## config.mk

```make
export PLATFORM = sky130hd
export DESIGN_NAME = video_timing_pipe
export DESIGN_NICKNAME = d
export VERILOG_FILES = /design/src/rtl/video_timing_pipe.sv
export SDC_FILE = /design/constraint.sdc
export NUM_CORES = 1
export LEC_CHECK = 0
export ABC_AREA = 1
export CORE_UTILIZATION = 50
export CTS_CLUSTER_DIAMETER = 30
export CTS_CLUSTER_SIZE = 10
export DETAILED_ROUTE_END_ITERATION = 12
export GPL_TIMING_DRIVEN = 0
export MAX_ROUTING_LAYER = met4
export PLACE_DENSITY = 0.82
export SLEW_MARGIN = 40
export SYNTH_ARGS = -nofsm -noshare
export SYNTH_HDL_FRONTEND = slang
export SYNTH_SLANG_ARGS = --single-unit
```

## constraint.sdc

```tcl
create_clock -name clk -period 2.5 [get_ports clk]
set_clock_uncertainty 0.15 [all_clocks]
set_input_delay 0.625 -clock clk [delete_from_list [all_inputs] [get_ports clk]]
set_output_delay 0.625 -clock clk [all_outputs]
set_load 0.02 [all_outputs]
```

## src/rtl/video_timing_pipe.sv

```systemverilog
// Raster timing generator and pixel source (solid/bars/stream/checker) feeding a DVI encoder.
// Latency PIPE_DELAY clk from stage-0 raster position to outputs; stream is never stalled (underflow shows black).
module video_timing_pipe #(
    parameter int H_ACTIVE   = 1280,
    parameter int H_FP       = 110,
    parameter int H_SYNC     = 40,
    parameter int H_BP       = 220,
    parameter int V_ACTIVE   = 720,
    parameter int V_FP       = 5,
    parameter int V_SYNC     = 5,
    parameter int V_BP       = 20,
    parameter bit HS_POL     = 1'b1,
    parameter bit VS_POL     = 1'b1,
    parameter int COLOR_W    = 8,
    parameter int PIPE_DELAY = 2,
    parameter int CHK_LOG2   = 5
) (
    input  logic                   clk,
    input  logic                   rst,
    input  logic [1:0]             mode,
    input  logic [3*COLOR_W-1:0]   solid_rgb,
    input  logic [3*COLOR_W-1:0]   s_data,
    input  logic                   s_sof,
    input  logic                   s_valid,
    output logic                   s_ready,
    input  logic                   clr_flags,
    output logic [15:0]            sx,
    output logic [15:0]            sy,
    output logic                   hsync,
    output logic                   vsync,
    output logic                   de,
    output logic [3*COLOR_W-1:0]   rgb,
    output logic                   frame_start,
    output logic                   underflow,
    output logic                   sof_err
);
    localparam int PIX_W = 3 * COLOR_W;
    localparam int H_TOT = H_ACTIVE + H_FP + H_SYNC + H_BP;
    localparam int V_TOT = V_ACTIVE + V_FP + V_SYNC + V_BP;

    localparam logic [15:0] H_ACT_L  = 16'(H_ACTIVE);
    localparam logic [15:0] H_SB_L   = 16'(H_ACTIVE + H_FP);
    localparam logic [15:0] H_SE_L   = 16'(H_ACTIVE + H_FP + H_SYNC);
    localparam logic [15:0] H_LAST_L = 16'(H_TOT - 1);
    localparam logic [15:0] V_ACT_L  = 16'(V_ACTIVE);
    localparam logic [15:0] V_SB_L   = 16'(V_ACTIVE + V_FP);
    localparam logic [15:0] V_SE_L   = 16'(V_ACTIVE + V_FP + V_SYNC);
    localparam logic [15:0] V_LAST_L = 16'(V_TOT - 1);
    localparam logic [15:0] BAR_LAST = 16'(H_ACTIVE / 8 - 1);

    localparam logic [1:0] MODE_SOLID  = 2'd0;
    localparam logic [1:0] MODE_BARS   = 2'd1;
    localparam logic [1:0] MODE_STREAM = 2'd2;
    localparam logic [1:0] MODE_CHK    = 2'd3;

    typedef struct packed {
        logic             hs;
        logic             vs;
        logic             de;
        logic             fs;
        logic [PIX_W-1:0] pix;
    } stage_t;

    logic [15:0] sx_q, sx_d, sy_q, sy_d;
    logic [15:0] bar_cnt_q, bar_cnt_d;
    logic [2:0]  bar_idx_q, bar_idx_d;
    logic [1:0]  mode_q, mode_d, mode_eff;
    logic        underflow_q, underflow_d, sof_err_q, sof_err_d;
    stage_t      pipe_q [PIPE_DELAY];
    stage_t      pipe_d [PIPE_DELAY];

    logic             origin, de0, hs0, vs0, accept, chk_bit;
    logic [PIX_W-1:0] pix0, bar_rgb;

    always_comb begin
        origin = (sx_q == 16'd0) && (sy_q == 16'd0);

        sx_d = sx_q + 16'd1;
        sy_d = sy_q;
        if (sx_q == H_LAST_L) begin
            sx_d = 16'd0;
            sy_d = (sy_q == V_LAST_L) ? 16'd0 : sy_q + 16'd1;
        end

        // Bar index advances every H_ACTIVE/8 pixels and restarts with each line.
        bar_cnt_d = bar_cnt_q + 16'd1;
        bar_idx_d = bar_idx_q;
        if (sx_q == H_LAST_L) begin
            bar_cnt_d = 16'd0;
            bar_idx_d = 3'd0;
        end else if (bar_cnt_q == BAR_LAST) begin
            bar_cnt_d = 16'd0;
            bar_idx_d = bar_idx_q + 3'd1;
        end

        // The mode input is sampled at (0,0) so the whole frame, including its first pixel, uses it.
        mode_eff = origin ? mode : mode_q;
        mode_d   = mode_eff;

        de0 = (sx_q < H_ACT_L) && (sy_q < V_ACT_L);
        hs0 = (sx_q >= H_SB_L) && (sx_q < H_SE_L);
        vs0 = (sy_q >= V_SB_L) && (sy_q < V_SE_L);

        bar_rgb = {{COLOR_W{~bar_idx_q[1]}}, {COLOR_W{~bar_idx_q[2]}}, {COLOR_W{~bar_idx_q[0]}}};
        chk_bit = sx_q[CHK_LOG2] ^ sy_q[CHK_LOG2];

        s_ready = !rst && (mode_eff == MODE_STREAM) && de0;
        accept  = s_ready && s_valid;

        case (mode_eff)
            MODE_SOLID:  pix0 = solid_rgb;
            MODE_BARS:   pix0 = bar_rgb;
            MODE_STREAM: pix0 = accept ? s_data : '0;
            MODE_CHK:    pix0 = chk_bit ? '0 : '1;
            default:     pix0 = '0;
        endcase

        underflow_d = (s_ready && !s_valid) || (underflow_q && !clr_flags);
        sof_err_d   = (accept && (s_sof != origin)) || (sof_err_q && !clr_flags);

        pipe_d[0] = '{hs: hs0, vs: vs0, de: de0, fs: origin, pix: pix0};
        for (int i = 1; i < PIPE_DELAY; i++) begin
            pipe_d[i] = pipe_q[i-1];
        end
    end

    always_ff @(posedge clk) begin
        if (rst) begin
            sx_q        <= 16'd0;
            sy_q        <= 16'd0;
            bar_cnt_q   <= 16'd0;
            bar_idx_q   <= 3'd0;
            mode_q      <= mode;
            underflow_q <= 1'b0;
            sof_err_q   <= 1'b0;
            for (int i = 0; i < PIPE_DELAY; i++) begin
                pipe_q[i] <= '0;
            end
        end else begin
            sx_q        <= sx_d;
            sy_q        <= sy_d;
            bar_cnt_q   <= bar_cnt_d;
            bar_idx_q   <= bar_idx_d;
            mode_q      <= mode_d;
            underflow_q <= underflow_d;
            sof_err_q   <= sof_err_d;
            for (int i = 0; i < PIPE_DELAY; i++) begin
                pipe_q[i] <= pipe_d[i];
            end
        end
    end

    assign sx          = sx_q;
    assign sy          = sy_q;
    assign hsync       = pipe_q[PIPE_DELAY-1].hs ? HS_POL : ~HS_POL;
    assign vsync       = pipe_q[PIPE_DELAY-1].vs ? VS_POL : ~VS_POL;
    assign de          = pipe_q[PIPE_DELAY-1].de;
    assign rgb         = pipe_q[PIPE_DELAY-1].de ? pipe_q[PIPE_DELAY-1].pix : '0;
    assign frame_start = pipe_q[PIPE_DELAY-1].fs;
    assign underflow   = underflow_q;
    assign sof_err     = sof_err_q;
endmodule

```

After elaboration in Yosys (flattened, before gate mapping)
Memory sizes are Yosys's and may differ from the RTL's.
Cells that the tools add are included.
{ "op_classes": {"n_addsub": 4, "multipliers": 0, "n_div": 0, "magnitude_cmp": 6, "n_eq_ne": 7, "n_shift": 0, "n_mux": 14, "n_bitwise": 6, "n_reduce_logical": 21} }
{ "ops": {"columns": ["cell", "n"], "rows": [
  ["one-hot mux 24 bit (4 select lines)", 1],
  ["2-to-1 mux 24 bit", 3],
  ["2-to-1 mux 28 bit", 2],
  ["adder 16 x 1 -> 16 bit (second input constant)", 3],
  ["logical NOT 16 bit", 2],
  ["less-than comparator 16 x 10 -> 1 bit (second input constant)", 2],
  ["less-than comparator 16 x 11 -> 1 bit (second input constant)", 2],
  ["== test 16 x 10 -> 1 bit (second input constant)", 1],
  ["== test 16 x 11 -> 1 bit (second input constant)", 1],
  ["== test 16 x 8 -> 1 bit (second input constant)", 1],
  [">= comparator 16 x 10 -> 1 bit (second input constant)", 1],
  [">= comparator 16 x 11 -> 1 bit (second input constant)", 1],
  ["2-to-1 mux 16 bit", 1],
  ["logical AND 1 bit", 11],
  ["2-to-1 mux 1 bit", 5],
  ["== test 2 bit (second input constant)", 2],
  ["2-to-1 mux 2 bit", 2],
  ["adder 3 x 1 -> 3 bit (second input constant)", 1],
  ["logical NOT 1 bit", 3],
  ["NOT 1 bit", 3],
  ["OR reduction 3 bit", 1],
  ["== test 2 x 1 -> 1 bit (second input constant)", 1],
  ["logical NOT 2 bit", 1],
  ["logical OR 1 bit", 2],
  ["other kinds (4)", 5]
]} }
{ "word_totals": {"register_bits": 55, "latch_bits": 0, "ram_bits": 56, "mem_bits_ro": 0, "input_bits": 55, "memories": 1} }
{ "mem_list": {"columns": ["memory", "depth", "word_bits", "read_ports", "rd_ports_with_merged_regs", "write_ports", "line", "rtl"], "rows": [
  ["pipe_q", 2, 28, 2, 0, 2, "69", "stage_t pipe_q [PIPE_DELAY];"]
]} }

Logic depth before layout (Yosys ltp)
{ "logic_depth": {"word_depth": 10, "mapped_depth": 14, "ltp_nobuf": 14} }

Worst setup path before layout
No wires, ideal clock.
{ "synth_path": {"path_type": "register -> output", "start": "register sy_q[1] (netlist: sy[1])", "end": "output port s_ready", "arrival_ns": 1.790, "path_slack_ns": -0.065, "path_stages_with_launch": 11, "cell_sequence": "dfxtp_1 > inv_1 > ha_1 > nand2_1 > nor2_1 > nand2_1 > nor2_1 > nand2_1 > nand2_2 > nand2_4 > nor3_1"} }
{ "synth_via": {"elab_chain_cells": 6, "word_cells_on_any_way": 8, "classes_between": "order compare (1); eq/ne (1); mux (1); reduce/logical (5)"} }
{ "synth_lines": {"columns": ["element", "line", "rtl"], "rows": [
  ["from (decl)", "64", "logic [15:0] sx_q, sx_d, sy_q, sy_d;"],
  ["from (signal assigned)", "141", "sy_q <= sy_d;"],
  ["parallel branches: the longest is 5 deep, another holds less-than comparator 16 x 10 -> 1 bit", null, null],
  ["logical AND 1 bit *", "107", "s_ready = !rst && (mode_eff == MODE_STREAM) && de0;"],
  ["to (decl)", "25", "output logic s_ready,"]
]} }
Every way passes the cells marked *.

Worst setup path after layout
{ "layout_path": {"start": "register sx_q[9] (netlist: sx[9])", "end": "output port s_ready"} }
{ "layout_via": {"elab_chain_cells": 6, "word_cells_on_any_way": 8, "classes_between": "order compare (1); eq/ne (1); mux (1); reduce/logical (5)"} }
{ "layout_lines": {"columns": ["element", "line", "rtl"], "rows": [
  ["from (decl)", "64", null],
  ["from (signal assigned)", "129", "sx_q <= 16'd0;"],
  ["from (signal assigned)", "140", "sx_q <= sx_d;"],
  ["parallel branches: the longest is 5 deep, another holds less-than comparator 16 x 11 -> 1 bit", null, null],
  ["logical AND 1 bit *", "107", null]
]} }
Marks and branches as above.

==> PnR_summary.wiki <==
{| class="wikitable"
! Metric !! Value
|-
| Result of the run || finished, violations left
|-
| Failing checks || negative setup slack
|-
| Number of top-level pins || 118
|-
| Worst min path class || flip-flop to flip-flop
|-
| Number of levels the H-tree was split into || 3
|-
| Count of hold buffers inserted by post-cts repair || 0
|-
| Final hold violations || 0
|-
| Growth of design area from synthesis to finish || 40.94%
|-
| Normalized max-slew margin || 58.58%
|-
| Worst path arrival time || 2040 ps
|-
| Cells after Synth || roughly 730
|-
| Width of the die || 103.9 um
|-
| Setup TNS Final || -313.3 ps
|-
| Placed instance area || 6523 um^2
|-
| Peak clock frequency supported by timing || 355.4 MHz
|-
| Number of antenna violations at the first check in global routing || 0
|-
| Routed length per placed instance || 15.51 um
|-
| Number of antenna repair diodes || 0
|-
| Worst Path Max Fanout || 6
|-
| TritonCTS clock tree || done
|-
| Die boundary height || 103.9 um
|-
| Number of design rule violations left after detail routing || 0
|-
| Crit end category || primary output
|-
| Core area || 9910 um^2
|-
| Total routing usage reported by global routing || 27.91%
|-
| Post-synth top area cell || sky130_fd_sc_hd__dfxtp_1
|-
| Crit path required time || ~1700 ps
|-
| Final setup fails || 1
|-
| Port bufs || ~120
|-
| Power per standard cell area || 527.7 nW/um^2
|-
| Type of element launching the critical path || flip-flop
|-
| Count of routing violations after the opening detailed-route iteration || between 400 and 500
|-
| Number of flip-flops and latches in the synthesized netlist || 111
|-
| Pins over their slew limit || 0
|-
| First-pass GRT wire length || 23.99 mm
|-
| Total wire length || 15.96 mm
|-
| Worst-case reg-to-reg path depth || 18
|-
| LEAKAGE || roughly 0.0032 uW
|-
| Die area || approximately 11000 um^2
|-
| Worst Tran Pin Value || 616.5 ps
|-
| RSZ-0062 raised after global routing || true
|-
| Ratio of routed vias to standard cells || 5.442
|-
| Worst setup slack before clock tree synthesis || -1026 ps
|-
| Hold Path Stages || 2
|-
| Final Instance Count excl. Fillers || 1029
|-
| Final ANT Viol Nets || 0
|-
| Final core utilization || roughly three quarters
|-
| Share of cells above drive strength 1 || 19.08%
|-
| Clock edge transition at the registers on the reported setup and hold paths || 130 ps
|-
| Pin count of the biggest net entering global routing || 23
|-
| Placement row count || 36
|-
| Area share of the largest cell type after synthesis || a little over two fifths
|-
| Netlist area before placement || 5190 um^2
|-
| Post-route cell area || 7315 um^2
|-
| Leading cell type in the layout, fill and taps excluded || sky130_fd_sc_hd__nand2_1
|-
| Clock Tree Buf Depth || 2
|-
| Number of nets in the finished design || 955
|-
| HPWL after detailed placement || 10.34 mm
|-
| Initial Utilization || around 52%
|-
| TritonCTS sink count || 111
|-
| Cell type of the slowest stage on the worst timing path || sky130_fd_sc_hd__dfxtp_1
|-
| Max stage delay on crit path || 390 ps
|-
| Via count of the first global-routing pass || 5286
|-
| Synth cell types || 35
|-
| Number of CTS-inserted buffers || 9
|-
| Cells traversed along the worst timing path || nor2_2, nand3_1, nor2_1, nand2_2, nand2_2, nand2_4, nor3_4, buf_6
|-
| Post-synthesis area per instance || 7.129 um^2
|-
| Min Clock Period, post-route || 2813 ps
|-
| Routability cong. || 0.8772
|-
| Largest cells by area after synthesis || sky130_fd_sc_hd__dfxtp_1, sky130_fd_sc_hd__nand2_1, sky130_fd_sc_hd__inv_1
|-
| Skew-Pair Late Insertion Delay || 380 ps
|-
| Critical Path Most Common Cell || sky130_fd_sc_hd__nand2_2
|-
| Highest-count cells in the layout ignoring fill and taps || sky130_fd_sc_hd__nand2_1, sky130_fd_sc_hd__inv_1, sky130_fd_sc_hd__nor2_1
|-
| Number of max-cap violations || 0
|-
| Via count of the routed design || 5600
|-
| Sequential element share of the synthesized area || 42.82%
|-
| Crit Path Category || flip-flop to primary output
|-
| Ys Warns || 0
|-
| DP Cell Count || approximately 1000
|-
| Library cell used as clock root buffer || sky130_fd_sc_hd__clkbuf_8
|-
| Largest voltage drop on the vdd net || 354.3 uV
|-
| GR Overflow Total || 0
|-
| Ratio of final minimum period to clock period || 112.5%
|-
| Worst-case setup margin in the final layout || -313.3 ps
|-
| Nets in the synthesized netlist || around 800
|-
| DR pass1 iterations || 7
|}
synthesized netlist by cell type, drive strengths merged:
cell type and n:
a211oi 3, a21oi 48, a31oi 3, and2 1
buf 15, clkbuf 8, dfxtp 111, ha 9
inv 122, nand2 126, nand3 31, nand4 40
nor2 125, nor3 25, nor3b 3, nor4 4
o2111ai 1, o21a 1, o21ai 35, o22ai 1
or2 3, xnor2 3, xor2 10
report_power, final:
| group | leakage [uW] | internal (uW) | switching, uW |
|---|---|---|---|
| combinational | 0.00223 | 378 | 440 |
| clock | 0.000103 | 404 | 688 |
| sequential | 0.000918 | 1900 | 45.3 |
worst max-delay path, delay by kind of cell (launching register included):
family	cells	cell delay, ps
flops	1	390
simple gates	7	1120
buf+inv	1	150
per-layer routing:
| metal | wire, um | GRT usage, % | part of all wire (%) | vias to the layer above |
|---|---|---|---|---|
| met5 | 0 | - | 0 | - |
| met2 | 8010 | 46.76 | 50 | 272 |
| met3 | 954 | 5.201 | 6.0 | 99 |
| met1 | 6118 | 30.91 | 38 | 2582 |
| met4 | 879 | 16.73 | 5.5 | 0 |
| li1 | - | - | - | 2647 |
final timing paths:
path | from | to | slack [ps]
max | sx[9] | s_ready | -310
min | pipe_q[0][15] | pipe_q[0][43] | 260
max reg2reg | sy[12] | pipe_q[0][16] | 60
min reg2reg | pipe_q[0][15] | pipe_q[0][43] | 260
sequential cells by signal, indices dropped and copies added, names as in the netlist:
| name | cells |
|---|---|
| pipe_q | 56 |
| bar_cnt_q | 16 |
| sx | 16 |
| sy | 16 |
| bar_idx_q | 3 |
| mode_q | 2 |
| sof_err | 1 |
| underflow | 1 |
logic make-up after synthesis:
kind of cell | after synthesis | synth area share (%)
buf+inv | 145 | 11.40
xor+xnor | 13 | 2.194
compound gates | 92 | 9.330
flops | 111 | 42.82
simple gates | 358 | 32.09
fa+ha+maj | 9 | 2.170
through the flow:
step / hold slack (ps) / total power [uW]
6_report: 257.0 / 3860
5_1_grt: 270.6 / 4030
4_1_cts: 255.0 / 3692
3_5_place_dp: 244.4 / 2598
3_3_place_gp: 239.5 / 2574
2_1_floorplan: 238.3 / 2359
final cells by class:
cell class | count | area (um^2)
fill | 725 | 2595
buffer | 22 | 145.1
sequential | 111 | 2260
timing repair buffer | 153 | 1489
inverter | 122 | 467.9
multi-input combinational | 472 | 2584
clock buffer | 9 | 123.9
clock inverter | 7 | 78.83
tap | 133 | 166.4
what timing repair did:
action | in CTS | in global routing
setup buffers | 24 | 15
pin swaps | 13 | 22
resized for setup | 66 | 61
endpoints found under the setup margin | 21 | 33
No activity file was read; power rests on OpenSTA's default activity.
